==> src/rtl/vga_fifo_reader_if.sv <==
// Pixel-side bundle between the VGA FIFO reader (master) and its FIFO/loader/display environment (slave).
// iTEST_PATTERN exists only when VGA_TEST_PATTERN_EN is defined.
interface vga_fifo_reader_if;
    logic [7:0]  iRDATA;
    logic        iREMPTY;
    logic        oREN;
    logic [12:0] oVGA_LINE_TO_LOAD;
    logic        oVGA_LOAD_TO_FIFO_REQ;
    logic [7:0]  oPIXEL;
    logic        oPIXEL_VALID;
    logic        oHSYNC;
    logic        oVSYNC;
    logic        oUNDERFLOW;
`ifdef VGA_TEST_PATTERN_EN
    logic        iTEST_PATTERN;

    modport master (
        input  iRDATA, iREMPTY, iTEST_PATTERN,
        output oREN, oVGA_LINE_TO_LOAD, oVGA_LOAD_TO_FIFO_REQ,
               oPIXEL, oPIXEL_VALID, oHSYNC, oVSYNC, oUNDERFLOW
    );
    modport slave (
        output iRDATA, iREMPTY, iTEST_PATTERN,
        input  oREN, oVGA_LINE_TO_LOAD, oVGA_LOAD_TO_FIFO_REQ,
               oPIXEL, oPIXEL_VALID, oHSYNC, oVSYNC, oUNDERFLOW
    );
`else
    modport master (
        input  iRDATA, iREMPTY,
        output oREN, oVGA_LINE_TO_LOAD, oVGA_LOAD_TO_FIFO_REQ,
               oPIXEL, oPIXEL_VALID, oHSYNC, oVSYNC, oUNDERFLOW
    );
    modport slave (
        output iRDATA, iREMPTY,
        input  oREN, oVGA_LINE_TO_LOAD, oVGA_LOAD_TO_FIFO_REQ,
               oPIXEL, oPIXEL_VALID, oHSYNC, oVSYNC, oUNDERFLOW
    );
`endif
endinterface

==> src/rtl/vga_fifo_reader.sv <==
// VGA timing generator reading pixels from a line FIFO and requesting the next line from a loader; optional VGA_TEST_PATTERN_EN.
// Pixel/valid/syncs emerge 2 cycles after the counter state; no backpressure, an empty FIFO yields black and a sticky underflow flag.
module vga_fifo_reader #(
    parameter int H_ACTIVE = 1280,
    parameter int H_FRONT  = 48,
    parameter int H_SYNC   = 112,
    parameter int H_BACK   = 248,
    parameter int V_ACTIVE = 1024,
    parameter int V_FRONT  = 1,
    parameter int V_SYNC   = 3,
    parameter int V_BACK   = 38,
    parameter int REQ_LEN  = 4
) (
    input  logic              iCLK,
    input  logic              iRST_N,
    vga_fifo_reader_if.master bus
);
    localparam int H_TOTAL = H_ACTIVE + H_FRONT + H_SYNC + H_BACK;
    localparam int V_TOTAL = V_ACTIVE + V_FRONT + V_SYNC + V_BACK;
    localparam logic [12:0] H_ACT  = 13'(H_ACTIVE);
    localparam logic [12:0] H_LAST = 13'(H_TOTAL - 1);
    localparam logic [12:0] H_TRIG = 13'(H_ACTIVE - 1);
    localparam logic [12:0] HS_BEG = 13'(H_ACTIVE + H_FRONT);
    localparam logic [12:0] HS_END = 13'(H_ACTIVE + H_FRONT + H_SYNC);
    localparam logic [12:0] V_ACT  = 13'(V_ACTIVE);
    localparam logic [12:0] V_LAST = 13'(V_TOTAL - 1);
    localparam logic [12:0] VS_BEG = 13'(V_ACTIVE + V_FRONT);
    localparam logic [12:0] VS_END = 13'(V_ACTIVE + V_FRONT + V_SYNC);
    localparam int CW = (REQ_LEN > 1) ? $clog2(REQ_LEN) : 1;
    localparam logic [CW-1:0] CNT_LAST = CW'(REQ_LEN - 1);

    typedef enum logic {IDLE, REQ} state_t;

    state_t        state;
    logic [CW-1:0] req_cnt;
    logic [12:0]   h_count, v_count, next_line, line_q;
    logic          req_q, active, hs_raw, vs_raw, rd_en, under_det;
    logic          vld1, hs1, vs1, emp1, vld2, hs2, vs2, underflow_q;
    logic [7:0]    pix_q, pix_nxt;

    always_comb begin
        active    = (h_count < H_ACT) && (v_count < V_ACT);
        hs_raw    = (h_count >= HS_BEG) && (h_count < HS_END);
        vs_raw    = (v_count >= VS_BEG) && (v_count < VS_END);
        next_line = (v_count == V_LAST) ? 13'd0 : v_count + 13'd1;
    end

`ifdef VGA_TEST_PATTERN_EN
    logic       tp1;
    logic [7:0] pat1;

    assign rd_en = active & ~bus.iTEST_PATTERN;

    always_ff @(posedge iCLK or negedge iRST_N) begin
        if (!iRST_N) begin
            tp1  <= 1'b0;
            pat1 <= 8'h00;
        end else begin
            tp1  <= bus.iTEST_PATTERN;
            pat1 <= h_count[7:0] ^ v_count[7:0];
        end
    end

    always_comb begin
        pix_nxt = 8'h00;
        if (vld1) begin
            if (tp1)       pix_nxt = pat1;
            else if (!emp1) pix_nxt = bus.iRDATA;
        end
    end
`else
    assign rd_en = active;

    always_comb begin
        pix_nxt = 8'h00;
        if (vld1 && !emp1) pix_nxt = bus.iRDATA;
    end
`endif

    assign under_det = rd_en & bus.iREMPTY;

    always_ff @(posedge iCLK or negedge iRST_N) begin
        if (!iRST_N) begin
            h_count <= 13'd0;
            v_count <= V_LAST;
        end else if (h_count == H_LAST) begin
            h_count <= 13'd0;
            v_count <= (v_count == V_LAST) ? 13'd0 : v_count + 13'd1;
        end else begin
            h_count <= h_count + 13'd1;
        end
    end

    // Stage 1 tags the FIFO read slot; stage 2 forms the pixel from read data arriving a cycle later.
    always_ff @(posedge iCLK or negedge iRST_N) begin
        if (!iRST_N) begin
            vld1 <= 1'b0; hs1 <= 1'b0; vs1 <= 1'b0; emp1 <= 1'b0;
            vld2 <= 1'b0; hs2 <= 1'b0; vs2 <= 1'b0; pix_q <= 8'h00;
            underflow_q <= 1'b0;
        end else begin
            vld1  <= active;
            hs1   <= hs_raw;
            vs1   <= vs_raw;
            emp1  <= under_det;
            vld2  <= vld1;
            hs2   <= hs1;
            vs2   <= vs1;
            pix_q <= pix_nxt;
            if (under_det)
                underflow_q <= 1'b1;
            else if (h_count == 13'd0 && v_count == 13'd0)
                underflow_q <= 1'b0;
        end
    end

    // Trigger one cycle early so the registered pulse starts exactly at h_count == H_ACTIVE.
    always_ff @(posedge iCLK or negedge iRST_N) begin
        if (!iRST_N) begin
            state   <= IDLE;
            req_cnt <= '0;
            req_q   <= 1'b0;
            line_q  <= 13'd0;
        end else begin
            case (state)
                IDLE: begin
                    if (h_count == H_TRIG && next_line < V_ACT) begin
                        state   <= REQ;
                        req_cnt <= '0;
                        req_q   <= 1'b1;
                        line_q  <= next_line;
                    end
                end
                REQ: begin
                    if (req_cnt == CNT_LAST) begin
                        state <= IDLE;
                        req_q <= 1'b0;
                    end else begin
                        req_cnt <= req_cnt + 1'b1;
                    end
                end
                default: state <= IDLE;
            endcase
        end
    end

    assign bus.oREN                  = rd_en;
    assign bus.oVGA_LINE_TO_LOAD     = line_q;
    assign bus.oVGA_LOAD_TO_FIFO_REQ = req_q;
    assign bus.oPIXEL                = pix_q;
    assign bus.oPIXEL_VALID          = vld2;
    assign bus.oHSYNC                = hs2;
    assign bus.oVSYNC                = vs2;
    assign bus.oUNDERFLOW            = underflow_q;
endmodule
==> src/flat_wrapper.sv <==
// flat-port wrapper written by rule: the top's interface ports become plain ports
module vga_fifo_reader_flat 
#(
    parameter int H_ACTIVE = 1280,
    parameter int H_FRONT  = 48,
    parameter int H_SYNC   = 112,
    parameter int H_BACK   = 248,
    parameter int V_ACTIVE = 1024,
    parameter int V_FRONT  = 1,
    parameter int V_SYNC   = 3,
    parameter int V_BACK   = 38,
    parameter int REQ_LEN  = 4
)
  (iCLK, iRST_N, bus_iRDATA, bus_iREMPTY, bus_oREN, bus_oVGA_LINE_TO_LOAD, bus_oVGA_LOAD_TO_FIFO_REQ, bus_oPIXEL, bus_oPIXEL_VALID, bus_oHSYNC, bus_oVSYNC, bus_oUNDERFLOW);
  vga_fifo_reader_if bus_i ();
  input  logic iCLK;
  input  logic iRST_N;
  input wire logic [$bits(bus_i.iRDATA)-1:0] bus_iRDATA;
  input wire logic [$bits(bus_i.iREMPTY)-1:0] bus_iREMPTY;
  output wire logic [$bits(bus_i.oREN)-1:0] bus_oREN;
  output wire logic [$bits(bus_i.oVGA_LINE_TO_LOAD)-1:0] bus_oVGA_LINE_TO_LOAD;
  output wire logic [$bits(bus_i.oVGA_LOAD_TO_FIFO_REQ)-1:0] bus_oVGA_LOAD_TO_FIFO_REQ;
  output wire logic [$bits(bus_i.oPIXEL)-1:0] bus_oPIXEL;
  output wire logic [$bits(bus_i.oPIXEL_VALID)-1:0] bus_oPIXEL_VALID;
  output wire logic [$bits(bus_i.oHSYNC)-1:0] bus_oHSYNC;
  output wire logic [$bits(bus_i.oVSYNC)-1:0] bus_oVSYNC;
  output wire logic [$bits(bus_i.oUNDERFLOW)-1:0] bus_oUNDERFLOW;
  assign bus_i.iRDATA = bus_iRDATA;
  assign bus_i.iREMPTY = bus_iREMPTY;
  assign bus_oREN = bus_i.oREN;
  assign bus_oVGA_LINE_TO_LOAD = bus_i.oVGA_LINE_TO_LOAD;
  assign bus_oVGA_LOAD_TO_FIFO_REQ = bus_i.oVGA_LOAD_TO_FIFO_REQ;
  assign bus_oPIXEL = bus_i.oPIXEL;
  assign bus_oPIXEL_VALID = bus_i.oPIXEL_VALID;
  assign bus_oHSYNC = bus_i.oHSYNC;
  assign bus_oVSYNC = bus_i.oVSYNC;
  assign bus_oUNDERFLOW = bus_i.oUNDERFLOW;
  vga_fifo_reader #(.H_ACTIVE(H_ACTIVE), .H_FRONT(H_FRONT), .H_SYNC(H_SYNC), .H_BACK(H_BACK), .V_ACTIVE(V_ACTIVE), .V_FRONT(V_FRONT), .V_SYNC(V_SYNC), .V_BACK(V_BACK), .REQ_LEN(REQ_LEN)) u_core (.iCLK(iCLK), .iRST_N(iRST_N), .bus(bus_i));
endmodule
==> config.mk <==
export PLATFORM = sky130hd
export DESIGN_NAME = vga_fifo_reader_flat
export DESIGN_NICKNAME = d
export VERILOG_FILES = /design/src/rtl/vga_fifo_reader_if.sv /design/src/rtl/vga_fifo_reader.sv /design/src/flat_wrapper.sv
export SDC_FILE = /design/constraint.sdc
export NUM_CORES = 1
export LEC_CHECK = 0
export CORE_UTILIZATION = 40
export CTS_CLUSTER_SIZE = 28
export DETAILED_ROUTE_END_ITERATION = 7
export GPL_TIMING_DRIVEN = 0
export PLACE_DENSITY = 0.71
export SYNTH_ARGS = -nofsm -noshare
export SYNTH_HDL_FRONTEND = slang
export SYNTH_SLANG_ARGS = --single-unit
export TNS_END_PERCENT = 5
==> constraint.sdc <==
create_clock -name iCLK -period 2.71 [get_ports iCLK]
set_clock_uncertainty 0.05 [all_clocks]
set_input_delay 0.542 -clock iCLK [delete_from_list [all_inputs] [get_ports iCLK]]
set_output_delay 0.542 -clock iCLK [all_outputs]
set_load 0.05 [all_outputs]
Word level (Yosys, flattened, before mapping)
Cells that the tools add are included.
{ "word_totals": {"input_bits": 11, "elab_cells": 61, "out_inout_bits": 27, "regBits": 59} }
{ "op_classes": {"reduce_logical": 13, "magnitude_cmp": 7, "muxes": 14, "bitwise_logic": 2, "n_addsub": 3, "eq_ne": 7} }
{ "op_table": {"columns": ["cell", "count"], "rows": [
  ["13-bit by 11-bit < comparator with 1-bit output, second input constant", 5],
  ["13-bit by 11-bit == test with 1-bit output, second input constant", 3],
  ["13-bit by 1-bit adder with 13-bit output, second input constant", 2],
  ["13-bit by 11-bit greater-or-equal comparator with 1-bit output, second input constant", 2],
  ["13-bit zero test", 2],
  ["13-bit 2-to-1 mux", 2],
  ["8-bit 2-to-1 mux", 1],
  ["1-bit logical AND", 6],
  ["1-bit 2-to-1 mux", 6],
  ["2-bit AND reduction", 3],
  ["2-bit 2-to-1 mux", 2],
  ["2-bit inequality test, second input constant", 2],
  ["1-bit case mux with 2 select lines", 2],
  ["2-bit case mux with 2 select lines", 1],
  ["2-bit by 1-bit adder with 2-bit output, second input constant", 1],
  ["2-bit == test, second input constant", 1],
  ["2-bit by 1-bit inequality test with 1-bit output, second input constant", 1],
  ["2-bit nonzero test", 1],
  ["1-bit bitwise AND", 1],
  ["1-bit zero test", 1],
  ["1-bit inverter", 1]
]} }

Depth between registers and ports, before layout
Gate-level depths: netlist (run 1).
{ "logic_depth": {"word_depth": 6, "depth_mapped": 8, "mapped_depth_nobuf": 7} }

Worst setup path before layout (run 1)
OpenSTA, ideal clock, no wires.
{ "synth_timing": {"kind": "register -> output", "startpoint": "reg u_core.v_count[11]", "endpoint": "out bus_oREN", "arrival_ns": 1.645, "slack_ns": 0.473, "required_ns": 2.118, "n_path_buf": 1, "stages_incl_launch_ff": 5, "cell_sequence": "dfrtp_1 -> buf_6 -> nor4_1 -> nand2_1 -> a21oi_1"} }
{ "synth_between": {"elab_chain_cells": 2} }
{ "synth_rtl": {"columns": ["element", "line", "text"], "rows": [
  ["start: declaration", "vga_fifo_reader.sv:36", "logic [12:0] h_count, v_count, next_line, line_q;"],
  ["start signal: assignment", "vga_fifo_reader.sv:88", "v_count <= (v_count == V_LAST) ? 13'd0 : v_count + 13'd1;"],
  ["13-bit by 11-bit < comparator with 1-bit output", "vga_fifo_reader.sv:42", "active = (h_count < H_ACT) && (v_count < V_ACT);"],
  ["1-bit logical AND", "vga_fifo_reader.sv:42", null],
  ["end: declaration", "flat_wrapper.sv:20", "output wire logic [$bits(bus_i.oREN)-1:0] bus_oREN;"]
]} }
Every way passes these cells.

Worst setup path in the final report (run 1)
{ "layout_timing": {"startpoint": "reg u_core.v_count[0]", "endpoint": "reg u_core.line_q[4], in the netlist u_core.bus.oVGA_LINE_TO_LOAD[4]"} }
{ "layout_between": {"elab_chain_cells": 5, "elab_cells_between_ends": 6, "classes_between": "1 x add/sub; 1 x order compare; 1 x eq/ne; 1 x mux; 2 x reduce/logical"} }
{ "layout_rtl": {"columns": ["element", "line", "text"], "rows": [
  ["13-bit by 1-bit adder with 13-bit output / 13-bit by 11-bit == test with 1-bit output (equally long branches)", "vga_fifo_reader.sv:45", "next_line = (v_count == V_LAST) ? 13'd0 : v_count + 13'd1;"],
  ["13-bit 2-to-1 mux (*)", "vga_fifo_reader.sv:45", null],
  ["13-bit by 11-bit < comparator with 1-bit output", "vga_fifo_reader.sv:126", "if (h_count == H_TRIG && next_line < V_ACT) begin"],
  ["1-bit logical AND", "vga_fifo_reader.sv:126", null],
  ["2-bit AND reduction (no line)", null, null],
  ["end signal: assignment", "vga_fifo_reader.sv:130", "line_q <= next_line;"],
  ["end: declaration", "vga_fifo_reader.sv:36", null]
]} }
Mark *: on every way between the ends. The rest lies on a longest branch, timed or not.
A chain may end at the register's enable or synchronous reset.

==> results of run 1 <==
[metal layers]
metal	wire [um]	vias up	global-route usage
met5	0	-	0
met4	76	0	0.07053
met3	294	9	0.05440
met2	2377	53	0.2511
met1	2551	955	0.2200
li1	-	934	-
[worst register-to-register path: stages, from the launching register on]
cell     delay [ns]
dfstp_2        0.62
ha_1           0.26
nand3_1        0.23
o31a_1         0.33
a311o_2        0.34
nand4_4        0.18
mux2_2         0.35
[cell type report]
class                      instances  area (um2)  share of cell area
sequential                        59        1481              0.4369
timing repair buffer              38       380.4              0.1122
tap                               77       96.34             0.02841
multi-input combinational        165        1136              0.3351
clock buffer                      12       165.2             0.04871
inverter                           7       26.28            0.007749
clock inverter                     4       47.55             0.01402
buffer                            10       57.56             0.01697
[registers in the layout, summed over array words and instances, names as in the netlist, 2 cells and up]
register and count:
u_core.bus.oPIXEL 8, u_core.bus.oVGA_LINE_TO_LOAD 13, u_core.h_count 13, u_core.req_cnt 2, u_core.v_count 13
[cells in the mapped netlist (all sizes together) (2+ instances only)]
cell     instances  area (um2)
o2bb2ai          5       43.79
nand4            7       58.81
inv              7       26.28
nand2           19       71.32
o31ai            2       15.01
or4              2       18.77
dfrtp           55        1376
nor4             7       58.81
and2            14       87.58
o21ai            9       45.04
xor2            13       113.9
buf              6       42.54
nor4b            2       23.77
or4b             2       20.02
ha               6       75.07
nor2            20       75.07
nand2b           4       25.02
nor3             2       15.01
mux2             5       56.30
and3             2       12.51
nand3           14       70.07
clkbuf           4       15.01
xnor2           14       122.6
dfstp            4       105.1
[how the worst max path moves through the flow]
stage	endpoint	startpoint	slack, ns	cells after the start
floorplan	bus_oREN	u_core.v_count[11]$_DFFE_PN0N_	0.47	4
global placement	u_core.bus.oVGA_LINE_TO_LOAD[10]$_DFFE_PN0P_	iRST_N	-0.77	1
detailed placement	bus_oREN	u_core.v_count[11]$_DFFE_PN0N_	0.14	5
CTS	bus_oREN	u_core.v_count[11]$_DFFE_PN0N_	0.06	5
global route	u_core.bus.oVGA_LINE_TO_LOAD[0]$_DFFE_PN0P_	u_core.v_count[0]$_DFFE_PN1N_	0.11	6
finish	u_core.bus.oVGA_LINE_TO_LOAD[4]$_DFFE_PN0P_	u_core.v_count[0]$_DFFE_PN1N_	0.22	6
[power breakdown]
part | switching [mW] | total (mW) | leakage [nW] | internal, mW
combinational | 0.0454 | 0.0736 | 0.605 | 0.0283
sequential | 0.00148 | 0.889 | 0.769 | 0.888
clock | 0.343 | 0.839 | 0.108 | 0.496
[stage by stage]
stage                     TNS (ns)  setup slack (ns)  power (mW)
final                            0            0.2233       1.802
after global routing             0            0.1108       1.877
after CTS                        0           0.05721       1.826
after detailed placement         0            0.1397      0.9813
after global placement      -42.79           -0.7702      0.9775
after floorplan                  0            0.4729      0.9336
[logic make-up (layout without fill, tap and decap cells)]
logic type	after synthesis	count (layout)	share of synthesized area
simple gates	102	102	0.2181
fa+ha+maj	6	6	0.02784
compound gates	25	25	0.06497
flops	59	59	0.5494
mux	5	5	0.02088
xor+xnor	27	27	0.08770
buf+inv	17	71	0.03109
[repair_timing]
| action | in CTS | in global routing |
|---|---|---|
| resized for setup | 1 | 3 |
| hold buffers | 0 | 0 |
| gates cloned | 0 | 0 |
| setup endpoints to repair | 1 | 2 |
==> impl_metrics.json, run 1 <==
{
  "outcome": "finished with violations",
  "violations": "DRC",
  "syn_avg_cell_area_um2": 11.19,
  "rsz0062_at_grt": "no",
  "antenna_found_initial": 0,
  "p_per_area_nw_per_um2": 531.4,
  "finalWeightedCongestion": 0.8021,
  "crit_family": "compound AO/OA/AOI/OAI gates",
  "vias": 1951,
  "cts_buffer_depth": 2,
  "placed_area_um2": 3178,
  "worst_ep_required_time_ns": 2.88,
  "tritoncts": "yes",
  "routedWlPerCell_um": 14.25,
  "grt_pass1_wl_um": 8970,
  "slew_viol_final": 0,
  "synthCells": 241,
  "path_max_fanout": 9,
  "ant_nets": 0,
  "post_cts_buffers": 0,
  "fp.coreArea_um2": 6422,
  "synth_cell_types": 46,
  "die-area_um2": 7073,
  "ys_warn_count": 0,
  "seq_area_frac_synth": 0.5494,
  "port_buffers": 37,
  "arrival_ns": 2.66,
  "syn_area_um2": 2696,
  "area_delta_synth_final_pct": 25.75,
  "fmaxAchievable_mhz": 402.1,
  "r2r_setup_slack_ns": 0.22,
  "routed_wl_um": 5300,
  "dieWidth_um": 84.10,
  "layout.cells.most_common_list": "dfrtp_1, clkdlybuf4s50_1, nor2_1",
  "fin_util": 0.5280,
  "critPathKind": "register to register",
  "clock_sinks": 59,
  "worst_pin_slew_ns": 0.6434,
  "ir_drop_v": 0.0002962,
  "route.detailed.drc": 8,
  "r2r-end": "u_core.bus.oVGA_LINE_TO_LOAD[4]$_DFFE_PN0P_",
  "io_pins": 38,
  "p_leak_nw": 1.482,
  "grt_pass1_vias": 1886,
  "syn_nets": 258,
  "period_needed_ns": 2.487,
  "first_pass_iters": 6,
  "stdcell_area_um2": 3391,
  "finalCritPeriodShare": 0.9176,
  "cts.clk_slew.worst_paths_ns": 0.07,
  "dp_cells": 356,
  "critPathCaptureType": "register",
  "rows": 29,
  "grt_usage": 0.1661,
  "cts_root_buf": "clkbuf_8",
  "nets": 307,
  "drive_above_1_share": 0.1492,
  "synth_seq_cells": 59,
  "synth_flop_cell": "dfrtp_1",
  "diodes": 0,
  "layout_commonest_cell": "dfrtp_1",
  "layoutNonFillerInstCount": 372,
  "dp_hpwl_um": 3599,
  "cts_buffers": 9,
  "cp-start-kind": "register",
  "synth_edf_count": 0,
  "hold_viol": 0,
  "rr_worst_depth": 6,
  "slowest_delay_ns": 0.62,
  "grt_overflow": 0,
  "fillers": 569,
  "async_flop_share": 1.000,
  "clock_latency_ns": 0.34,
  "path_buf_inv": 0,
  "hold_slack_ns": 0.1716,
  "die_h_um": 84.10,
  "grt_max_degree": 32,
  "relSlewSlack": 0.5711,
  "initial_core_util": 0.4198,
  "viasPerCell": 5.245,
  "setup_violations": 0,
  "drv_cap": 0,
  "path_cells": "ha_1, nand3_1, o31a_1, a311o_2, nand4_4, mux2_2",
  "worstHoldPathType": "primary input to async pin",
  "cts_max_level": 3,
  "drt_iter0_markers": 125,
  "worst_path_max_delay_cell": "dfstp_2",
  "rr_startpoint": "u_core.v_count[0]$_DFFE_PN1N_"
}
Note: power is estimated with default switching activity, not from simulation.
==> run 2, diff against run 1 <==
--- a/config.mk
+++ b/config.mk
@@ -6,9 +6,11 @@
 export NUM_CORES = 1
 export LEC_CHECK = 0
 export CORE_UTILIZATION = 40
+export CTS_BUF_LIST = sky130_fd_sc_hd__clkbuf_2
 export CTS_CLUSTER_SIZE = 28
 export DETAILED_ROUTE_END_ITERATION = 7
 export GPL_TIMING_DRIVEN = 0
+export MAX_ROUTING_LAYER = met4
 export PLACE_DENSITY = 0.71
 export SYNTH_ARGS = -nofsm -noshare
 export SYNTH_HDL_FRONTEND = slang
==> run 2 against run 1 <==
The flow still finishes with violations (DRC). First-iteration DRC count decreased by 2.4%. Power decreased by 18%. Register-to-register slack got worse by 0.02 ns. Cell count unchanged. Sequential power about the same. Global-route usage increased by 0.13 points. Design area decreased by 3.1%. Fmax decreased by 2.7%. Die area unchanged. Sequential share of layout area increased by 1.4 points. Critical path depth decreased by 2. Clock power decreased by 38%. Highest routed layer unchanged.
==> impl_metrics.json, run 2 (synthesis gave the netlist of run 1 again) <==
{
  "outcome": "finished with violations",
  "violations": "DRC",
  "nets": 307,
  "cts.clk_slew.worst_paths_ns": 0.18,
  "critPathCaptureType": "primary output",
  "die-area_um2": 7073,
  "relSlewSlack": 0.5473,
  "clock_latency_ns": 0.48,
  "placed_area_um2": 3178,
  "rr_worst_depth": 6,
  "cts_buffers": 9,
  "slew_viol_final": 0,
  "vias": 1946,
  "drv_cap": 0,
  "fmaxAchievable_mhz": 391.4,
  "drt_iter0_markers": 122,
  "layout_commonest_cell": "dfrtp_1",
  "cts_max_level": 3,
  "port_buffers": 37,
  "area_delta_synth_final_pct": 21.81,
  "ir_drop_v": 0.0002249,
  "grt_usage": 0.1674,
  "fp.coreArea_um2": 6422,
  "hold_slack_ns": 0.01127,
  "worst_path_max_delay_cell": "dfrtp_1",
  "worst_ep_required_time_ns": 2.12,
  "path_max_fanout": 8,
  "diodes": 0,
  "grt_overflow": 0,
  "rr_startpoint": "u_core.v_count[0]$_DFFE_PN1N_",
  "first_pass_iters": 6,
  "finalCritPeriodShare": 0.9427,
  "cts_root_buf": "clkbuf_2",
  "arrival_ns": 1.96,
  "routedWlPerCell_um": 14.17,
  "worstHoldPathType": "primary input to async pin",
  "r2r-end": "u_core.bus.oVGA_LINE_TO_LOAD[4]$_DFFE_PN0P_",
  "finalPower_mw": 1.483,
  "setup_violations": 0,
  "viasPerCell": 5.231,
  "post_cts_buffers": 0,
  "initial_core_util": 0.4198,
  "die_h_um": 84.10,
  "period_needed_ns": 2.555,
  "drive_above_1_share": 0.1390,
  "routed_wl_um": 5272,
  "dieWidth_um": 84.10,
  "critPathKind": "register to primary output",
  "layout.cells.most_common_list": "dfrtp_1, clkdlybuf4s50_1, nor2_1",
  "rows": 29,
  "path_cells": "clkbuf_1, or2_2, a21oi_1, clkbuf_4",
  "grt_max_degree": 32,
  "dp_hpwl_um": 3599,
  "stdcell_area_um2": 3284,
  "grt_pass1_vias": 1890,
  "fin_util": 0.5114,
  "rsz0062_at_grt": "no",
  "io_pins": 38,
  "clock_sinks": 59,
  "cp-start-kind": "register",
  "tritoncts": "yes",
  "grt_pass1_wl_um": 8880,
  "slowest_delay_ns": 0.39,
  "cts_buffer_depth": 2,
  "r2r_setup_slack_ns": 0.20,
  "p_per_area_nw_per_um2": 451.5,
  "finalWeightedCongestion": 0.8136,
  "worst_pin_slew_ns": 0.6773,
  "hold_viol": 0,
  "p_leak_nw": 1.439,
  "antenna_found_initial": 0,
  "fillers": 575,
  "route.detailed.drc": 8,
  "setup_tns_ns": 0,
  "ant_nets": 0
}
[run 2: worst max-delay path, delay by kind of cell (launching register included)]
kind,cells,cell delay (ns)
buffers and inverters,2,0.49
DFF,1,0.39
and+or+nand+nor,1,0.34
AOI/OAI and AO/OA,1,0.28
[run 2: what timing repair did]
item	CTS	global route
gates resized for setup	3	4
hold buffers	0	0
pin swaps	0	0
endpoints found under the setup margin	1	6
[run 2: worst max-delay path by stage]
stage,cells after the start,to,startpoint,slack (ns)
floorplan,4,bus_oREN,u_core.v_count[11]$_DFFE_PN0N_,0.47
global placement,1,u_core.bus.oVGA_LINE_TO_LOAD[10]$_DFFE_PN0P_,iRST_N,-0.77
detailed placement,5,bus_oREN,u_core.v_count[11]$_DFFE_PN0N_,0.14
CTS,5,bus_oREN,u_core.v_count[11]$_DFFE_PN0N_,0.008
global route,5,bus_oREN,u_core.v_count[11]$_DFFE_PN0N_,0.005
finish,4,bus_oREN,u_core.h_count[9]$_DFF_PN0_,0.16
[run 2: layout make-up]
cell class	instances	area (um2)	share of cell area
inverter	7	26.28	0.008000
clock buffer	9	45.04	0.01371
tap	77	96.34	0.02933
multi-input combinational	165	1136	0.3459
buffer	10	57.56	0.01752
clock inverter	7	58.81	0.01790
sequential	59	1481	0.4510
timing repair buffer	38	382.9	0.1166
[run 2: per-layer routing]
metal | share of wire | wire length, um | global-route usage | vias to the layer above
li1 | - | - | - | 931
met1 | 0.49 | 2557 | 0.2182 | 949
met2 | 0.44 | 2336 | 0.2481 | 58
met3 | 0.055 | 288 | 0.04352 | 8
met4 | 0.017 | 89 | 0.07053 | 0
met5 | 0 | 0 | - | -
[run 2: through the flow]
step	cells	setup slack (ns)
global route	372	0.004505
global placement	355	-0.7702
CTS	372	0.008420
detailed placement	356	0.1397
floorplan	241	0.4729
finish	372	0.1553
[run 2: report_power, final]
group / switching, mW / internal, mW / total, mW
registers: 0.00148 / 0.888 / 0.889
clock network: 0.319 / 0.201 / 0.520
logic: 0.0456 / 0.0283 / 0.0739
